==> config.mk <==
export PLATFORM = sky130hd
export DESIGN_NAME = div_recon
export DESIGN_NICKNAME = d
export VERILOG_FILES = /design/src/rtl/div_recon_pkg.sv /design/src/rtl/div_recon.sv
export SDC_FILE = /design/constraint.sdc
export NUM_CORES = 1
export LEC_CHECK = 0
export ABC_AREA = 1
export CORE_ASPECT_RATIO = 1.1
export CORE_MARGIN = 4
export CORE_UTILIZATION = 51
export DETAILED_ROUTE_END_ITERATION = 8
export DONT_BUFFER_PORTS = 1
export GPL_ROUTABILITY_DRIVEN = 0
export PLACE_DENSITY_LB_ADDON = 0.05
export SETUP_SLACK_MARGIN = 0.3
export SYNTH_ARGS = -nofsm -noshare
export SYNTH_HDL_FRONTEND = slang
export SYNTH_SLANG_ARGS = --single-unit
==> constraint.sdc <==
create_clock -name clk -period 6.2 [get_ports clk]
set_clock_uncertainty 0.1 [all_clocks]
set_input_delay 0.93 -clock clk [delete_from_list [all_inputs] [get_ports clk]]
set_output_delay 0.93 -clock clk [all_outputs]
set_load 0.01 [all_outputs]
==> src/rtl/div_recon_pkg.sv <==
// ============================================================================
// Module  : div_recon_pkg
// Brief   : Shared state encoding and sizing helper for the div_recon MAC.
// Rev     : 1.0  initial release
// ============================================================================
`default_nettype none

package div_recon_pkg;

  typedef enum logic [1:0] {
    S_IDLE = 2'd0,
    S_RUN  = 2'd1,
    S_DONE = 2'd2
  } state_t;

  // Wide enough to hold the iteration count DATA_W itself.
  function automatic int cnt_width(input int data_w);
    return $clog2(data_w + 1);
  endfunction

endpackage

`default_nettype wire

==> src/rtl/div_recon.sv <==
// ============================================================================
// Module  : div_recon
// Brief   : Bit-serial unsigned quotient*divisor+remainder, one bit per cycle.
// Rev     : 1.0  initial release
// ============================================================================
`default_nettype none

module div_recon
  import div_recon_pkg::*;
#(
  parameter int DATA_W = 32
) (
  input  logic                clk,
  input  logic                rst,
  input  logic                start,
  input  logic [DATA_W-1:0]   quotient,
  input  logic [DATA_W-1:0]   divisor,
  input  logic [DATA_W-1:0]   remainder,
  output logic                busy,
  output logic                done,
  output logic [2*DATA_W-1:0] result
);

  localparam int CNT_W = cnt_width(DATA_W);

  state_t              r_state;
  state_t              w_state_next;
  logic [2*DATA_W-1:0] r_acc;
  logic [2*DATA_W-1:0] r_mcand;
  logic [2*DATA_W-1:0] w_sum;
  logic [DATA_W-1:0]   r_mplier;
  logic [CNT_W-1:0]    r_cnt;
  logic                r_busy;
  logic                r_done;

  always_ff @(posedge clk or posedge rst) begin
    if (rst) r_state <= S_IDLE;
    else     r_state <= w_state_next;
  end

  always_comb begin
    w_state_next = r_state;
    unique case (r_state)
      S_IDLE:  if (start) w_state_next = S_RUN;
      S_RUN:   if (r_cnt == CNT_W'(1)) w_state_next = S_DONE;
      S_DONE:  w_state_next = S_IDLE;
      default: w_state_next = S_IDLE;
    endcase
  end

  assign w_sum = r_acc + r_mcand;

  // Status flags are registered from the next state so they align with r_state.
  always_ff @(posedge clk or posedge rst) begin
    if (rst) begin
      r_acc    <= '0;
      r_mcand  <= '0;
      r_mplier <= '0;
      r_cnt    <= '0;
      r_busy   <= 1'b0;
      r_done   <= 1'b0;
    end else begin
      r_busy <= (w_state_next == S_RUN);
      r_done <= (w_state_next == S_DONE);
      if (r_state == S_IDLE && start) begin
        r_acc    <= {{DATA_W{1'b0}}, remainder};
        r_mcand  <= {{DATA_W{1'b0}}, divisor};
        r_mplier <= quotient;
        r_cnt    <= CNT_W'(DATA_W);
      end else if (r_state == S_RUN) begin
        if (r_mplier[0]) r_acc <= w_sum;
        r_mcand  <= r_mcand << 1;
        r_mplier <= r_mplier >> 1;
        r_cnt    <= r_cnt - CNT_W'(1);
      end
    end
  end

  assign busy   = r_busy;
  assign done   = r_done;
  assign result = r_acc;

endmodule

`default_nettype wire
Yosys cells after proc, flatten, opt, wreduce, memory -nomap -nowiden
Cells that the tools add are included.
- register bits: 170
- output and inout bits: 66
- add/subtract/negate cells: 2
- equal/unequal tests: 4
- muxes and demuxes: 12
- reduce and logical (&&, ||, !) cells: 5
- operators by type and width (kind ; count):
    2-to-1 mux 64 bit ; 5
    adder 64 bit ; 1
    2-to-1 mux 32 bit ; 2
    2-to-1 mux 6 bit ; 2
    equality test 6 x 1 -> 1 bit, second input constant ; 1
    subtractor 6 x 1 -> 6 bit, second input constant ; 1
    equality test 2 x 1 -> 1 bit, second input constant ; 2
    2-to-1 mux 2 bit ; 2
    one-hot mux 2 bit (2 select lines) ; 1
    nonzero test 2 bit ; 2
    equality test 2 bit, second input constant ; 1
    zero test 2 bit ; 1
    AND reduction 2 bit ; 1
    logical AND 1 bit ; 1

Longest topological paths before layout
- depth in word-level cells: 4
- depth in mapped cells: 14

Least setup slack after synthesis
Ideal clock, no wire load.
- path kind: register -> register
- start point: reg r_acc[0] (netlist: result[0])
- end point: reg r_acc[40] (netlist: result[40])
- data arrival time: 1.909 ns
- path slack: 4.115 ns
- cell stages (with the launch flop): 14
- buffers on the path: 0
- period minus slack after synthesis: 2.085 ns
- cell sequence: dfrtp_1 > ha_1 > fa_1 > nand3_1 > nand3_1 > nand2_1 > nand2_1 > nand2_1 > nand3_2 > nand2_1 > nand2_1 > nand2_1 > nand2_1 > o21ai_1
- cells in the longest elaborated chain, start to end: 4
- RTL lines (item ; RTL line ; text):
    start, declared ; div_recon.sv:28 ; logic [2*DATA_W-1:0] r_acc;
    start signal, assigned ; div_recon.sv:66 ; r_acc <= {{DATA_W{1'b0}}, remainder};
    start signal, assigned ; div_recon.sv:71 ; if (r_mplier[0]) r_acc <= w_sum;
    adder 64 bit ; div_recon.sv:51 ; assign w_sum = r_acc + r_mcand;
    2-to-1 mux 64 bit ; div_recon.sv:71 ;
    2-to-1 mux 64 bit ; div_recon.sv:70 ; end else if (r_state == S_RUN) begin
    2-to-1 mux 64 bit ; div_recon.sv:65 ; if (r_state == S_IDLE && start) begin
Every way passes these cells. The select of a mux whose other input is x is not followed.
A chain may end at the register's enable or synchronous reset.

Worst setup path in the final report
- start point: reg r_state[1]
- end point: reg r_acc[6] (netlist: result[6])
- cells in the longest elaborated chain, start to end: 4
- RTL lines (item ; RTL line ; text):
    start, declared ; div_recon.sv:26 ; state_t r_state;
    start signal, assigned ; div_recon.sv:38 ; else r_state <= w_state_next;
    zero test 2 bit ; div_recon.sv:65 ;
    logical AND 1 bit ; div_recon.sv:65 ;
    nonzero test 2 bit (no line) ; -- ;
    AND reduction 2 bit (no line) ; -- ;
Parallel ways exist; a longest one is shown, timed or not.

==> summary.log <==
qor: placed_design.postPlaceCellArea 12970 µm²
qor: cts.clock_sinks 170
qor: timing.setup_violations 0
qor: timing.timing_worst_slew_pin_value 1.174 ns
qor: worst_setup_path.timing.setup.critical_path_class flop to flop
qor: floorplan.core-area 24550 µm²
qor: floorplan.placementRows 60
qor: outcome.result_of_the_run complete, no violations
qor: routing.wirelength 39400 µm
qor: timing.grt_setup_unrepaired no
qor: floorplan.die_x 158.6 µm
qor: worst_hold_path.worstHoldPathCells 2
qor: worst_setup_path.cp_endpoint_kind flop
qor: global_route.first_pass_grt_wire_length 62870 µm
qor: power_and_ir_drop.vdd.ir_drop.worst 0.1612 mV
qor: global_route.largest_net_degree_at_the_start_of_global_routing 117
qor: synth.syn-instance-count 2019
qor: timing.maxSlewViolCount 0
qor: worst_setup_path.crit_required 6.43 ns
qor: floorplan.fp.dieArea 27540 µm²
qor: power_and_ir_drop.switchingPower 600.7 µW
qor: synth.postSynthAreaPerCell 6.301 µm²
qor: worst_hold_path.whs_endpoint r_mplier[11]$_DFFE_PP0P_
qor: final_layout.fin_nets 2164
qor: timing.hold_violations 0
qor: placed_design.placement.io_buffers 0
qor: cts.cts-buffers-inserted 17
qor: final_layout.final_design_area_no_fill 13610 µm²
qor: synth.yosys_warning_count 0
qor: worst_setup_path.timing.critical_path.slowest_cell_delay 0.90 ns
qor: synth.mapped_cell_area 12720 µm²
qor: routing.number_of_vias_per_cell_after_detailed_routing 5.245
qor: power_and_ir_drop.part_of_the_total_power_dissipated_in_the_clock_network 50.2%
qor: timing.remaining_max_slew_budget_at_the_tightest_pin 21.74%
qor: cts.clock_tree.htree_level_count 4
qor: worst_hold_path.holdCritStartpoint r_mplier[11]$_DFFE_PP0P_
qor: cts.clk_path_buf_depth 2
qor: timing.setup_slack 3.164 ns
qor: worst_setup_path.r2r-end result[6]$_DFFE_PP0P_
qor: cts.worstSkewPairLatency 0.45 ns
qor: final_layout.fin_cells 2323
qor: cts.cts_repair_resize_count 0
qor: worst_setup_path.crit-reg2reg-launch r_state[1]$_DFF_PP0_
qor: routing.dr.first_iter.drc_count 812
qor: final_layout.syn_to_final_growth 6.964%
qor: power_and_ir_drop.total_power 2.268 mW
qor: routing.post_drt_wl_per_cell 16.96 µm
qor: synth.number_of_synthesized_register_bits 170
qor: routing.ant_nets 0
qor: cts.worst_setup_hold_path_clk_slew 0.09 ns
qor: worst_setup_path.crit_path_start_kind flop
qor: floorplan.start_util 51.82%
qor: global_route.first_global_vias 12260
qor: worst_setup_path.crit_path_top_cell_by_count sky130_fd_sc_hd__inv_2
qor: global_route.antenna_found_initial 4
qor: power_and_ir_drop.share_seq_of_total_power 48.8%
qor: final_layout.final_layout_size_suffix_gt1_share 3.777%
qor: power_and_ir_drop.power_per_cell_area 166.7 nW/µm²
qor: power_and_ir_drop.comb_power_share 0.9%
qor: cts.tritoncts yes
qor: routing.dr_total_vias 12190
qor: final_layout.final_core_utilization 55.43%
qor: worst_setup_path.reg2reg_setup_slack 3.16 ns
qor: power_and_ir_drop.power.share.switching 26.48%
qor: power_and_ir_drop.p_leak 7.411 nW
qor: cts.post-cts-setup-buffers 0
qor: placed_design.hpwlAfterDp 30150 µm
qor: worst_hold_path.holdCritPathClass flop to flop
qor: synth.synthDistinctLibCells 38
qor: worst_setup_path.timing.critical_path.arrival 3.27 ns
qor: placed_design.place_worst_setup_slack 2.837 ns
qor: worst_setup_path.slowest_stage sky130_fd_sc_hd__o21ai_2
qor: floorplan.die_h 173.6 µm
qor: placed_design.post-place-cells 2290
qor: routing.drt_first_pass_iters 6
qor: worst_setup_path.r2r_cells 8
qor: timing.final_period_minus_worst_setup_slack 3.036 ns
qor: cts.clock_tree.root_cell sky130_fd_sc_hd__clkbuf_16
qor: synth.mappedNetlistNets 2184
qor: cts.cts-hold-fix-buffers 0
qor: power_and_ir_drop.power_report.internal_total 1.668 mW
qor: timing.fmax 329.4 MHz
qor: timing.fin_worst_hold_slack 0.4018 ns
qor: routing.drc_errors 0
qor: worst_setup_path.timing.critical_path.fanout_max 63
qor: worst_setup_path.worstPathCellList nor2_4 > inv_2 > o21ai_2 > inv_2 > buf_4 > a21oi_1 > o21ai_0 > o21a_1
qor: timing.final.setup.tns 0 ns
qor: global_route.grt_use_total 28.91%
qor: global_route.grt_overflow 0
qor: run.maxCapViolations 0
qor: floorplan.io_pins 165
qor: timing.fin_crit_sh 48.97%
qor: synth.synth_seq_area_share 33.44%
## power by group through the flow
stage,logic (mW),registers (mW),clock network [mW]
2_1_floorplan,0.0162,1.13,0
3_3_place_gp,0.0234,1.13,0
3_5_place_dp,0.0239,1.13,0
4_1_cts,0.0237,1.11,1.16
5_1_grt,0.0263,1.11,1.21
6_report,0.0214,1.11,1.14
## per-layer routing
metal,share of wire (%),track usage [%],vias to the layer above
met2,49,49.96,363
li1,-,-,6172
met3,6.4,6.067,99
met1,39,33.69,5545
met5,0.12,0,-
met4,5.1,13.72,6
## area by class of cell
class | count | area (µm²)
Antenna cell | 1 | 2.502
Clock buffer | 17 | 425.4
Clock inverter | 15 | 209.0
Fill cell | 2476 | 10940
Inverter | 436 | 1642
Multi-Input combinational cell | 1368 | 6641
Sequential cell | 170 | 4254
Tap cell | 310 | 387.9
Timing Repair Buffer | 6 | 45.04
## cell usage after synthesis (all sizes together)
cell	instances	area, µm²
xor2	5	43.79
nand4	9	56.30
o221ai	42	367.9
nand2	802	3033
dfrtp	170	4254
a211oi	1	7.510
or2	2	12.51
nand3	90	480.5
o21a	4	30.03
xnor2	6	52.55
o21bai	2	15.01
o21ai	48	247.7
o22ai	32	200.2
fa	1	20.02
a22oi	6	45.04
o211ai	20	150.1
nand3b	1	7.510
buf	23	111.4
nor4	4	40.04
clkinv	3	11.26
nor3	9	50.05
nor2	146	590.6
a21boi	3	22.52
ha	65	813.3
a21oi	70	350.3
inv	433	1625
clkbuf	22	82.58
## placed cells by master, fill, tap and decap left out, types with 2 or more instances in the layout
cell / n
sky130_fd_sc_hd__nand4_1: 9
sky130_fd_sc_hd__o211ai_1: 20
sky130_fd_sc_hd__o21bai_1: 2
sky130_fd_sc_hd__clkinv_1: 3
sky130_fd_sc_hd__a21oi_1: 70
sky130_fd_sc_hd__o21ai_2: 2
sky130_fd_sc_hd__xor2_1: 5
sky130_fd_sc_hd__nor4_1: 3
sky130_fd_sc_hd__nand2_1: 793
sky130_fd_sc_hd__o22ai_1: 32
sky130_fd_sc_hd__a21boi_0: 3
sky130_fd_sc_hd__nor2_2: 7
sky130_fd_sc_hd__o21ai_0: 25
sky130_fd_sc_hd__inv_1: 425
sky130_fd_sc_hd__o221ai_1: 42
sky130_fd_sc_hd__clkbuf_16: 17
sky130_fd_sc_hd__clkinv_8: 7
sky130_fd_sc_hd__nor2_4: 4
sky130_fd_sc_hd__buf_4: 6
sky130_fd_sc_hd__nor3_1: 8
sky130_fd_sc_hd__xnor2_1: 6
sky130_fd_sc_hd__o21ai_1: 21
sky130_fd_sc_hd__o21a_1: 4
sky130_fd_sc_hd__nand3_1: 84
sky130_fd_sc_hd__inv_6: 3
sky130_fd_sc_hd__nand3_2: 6
sky130_fd_sc_hd__inv_12: 3
sky130_fd_sc_hd__or2_1: 2
sky130_fd_sc_hd__a22oi_1: 6
sky130_fd_sc_hd__clkinv_4: 2
sky130_fd_sc_hd__inv_2: 7
sky130_fd_sc_hd__dfrtp_1: 170
sky130_fd_sc_hd__ha_1: 65
sky130_fd_sc_hd__nor2_1: 135
sky130_fd_sc_hd__nand2_2: 9
## how the worst max path moves through the flow
stage / start / end / slack (ns) / cells past startpoint
after floorplan: rst / busy$_DFF_PP0_ / 0.57 / 1
after detailed placement: start / result[6]$_DFFE_PP0P_ / 2.84 / 7
final: r_state[1]$_DFF_PP0_ / result[6]$_DFFE_PP0P_ / 3.16 / 8
after global routing: r_state[1]$_DFF_PP0_ / result[6]$_DFFE_PP0P_ / 2.95 / 8
after global placement: start / result[7]$_DFFE_PP0P_ / 2.87 / 7
after CTS: r_state[1]$_DFF_PP0_ / result[6]$_DFFE_PP0P_ / 3.21 / 8
## cell families (layout without fill, tap and decap cells)
family	Yosys count	after routing	synth area share [%]
AND/OR/NAND/NOR	1063	1063	33.57
buffers and inverters	481	474	14.39
AO/OA/AOI/OAI	228	228	11.29
flip-flops	170	170	33.44
adder cells (fa/ha/maj)	66	66	6.551
XOR/XNOR	11	11	0.7573
other	0	1	0
## worst max-delay path: cells and delay by family (launching register included)
family	cells	cell delay (ns)
flip-flops	1	0.41
buffers and inverters	3	0.52
AND/OR/NAND/NOR	1	0.44
AO/OA/AOI/OAI	4	1.37
## sequential cells by signal (all words and copies together) (netlist names)
| register | count |
|---|---|
| busy | 1 |
| done | 1 |
| r_cnt | 6 |
| r_mcand | 64 |
| r_mplier | 32 |
| r_state | 2 |
| result | 64 |
Note: power is estimated with default switching activity, not from simulation.
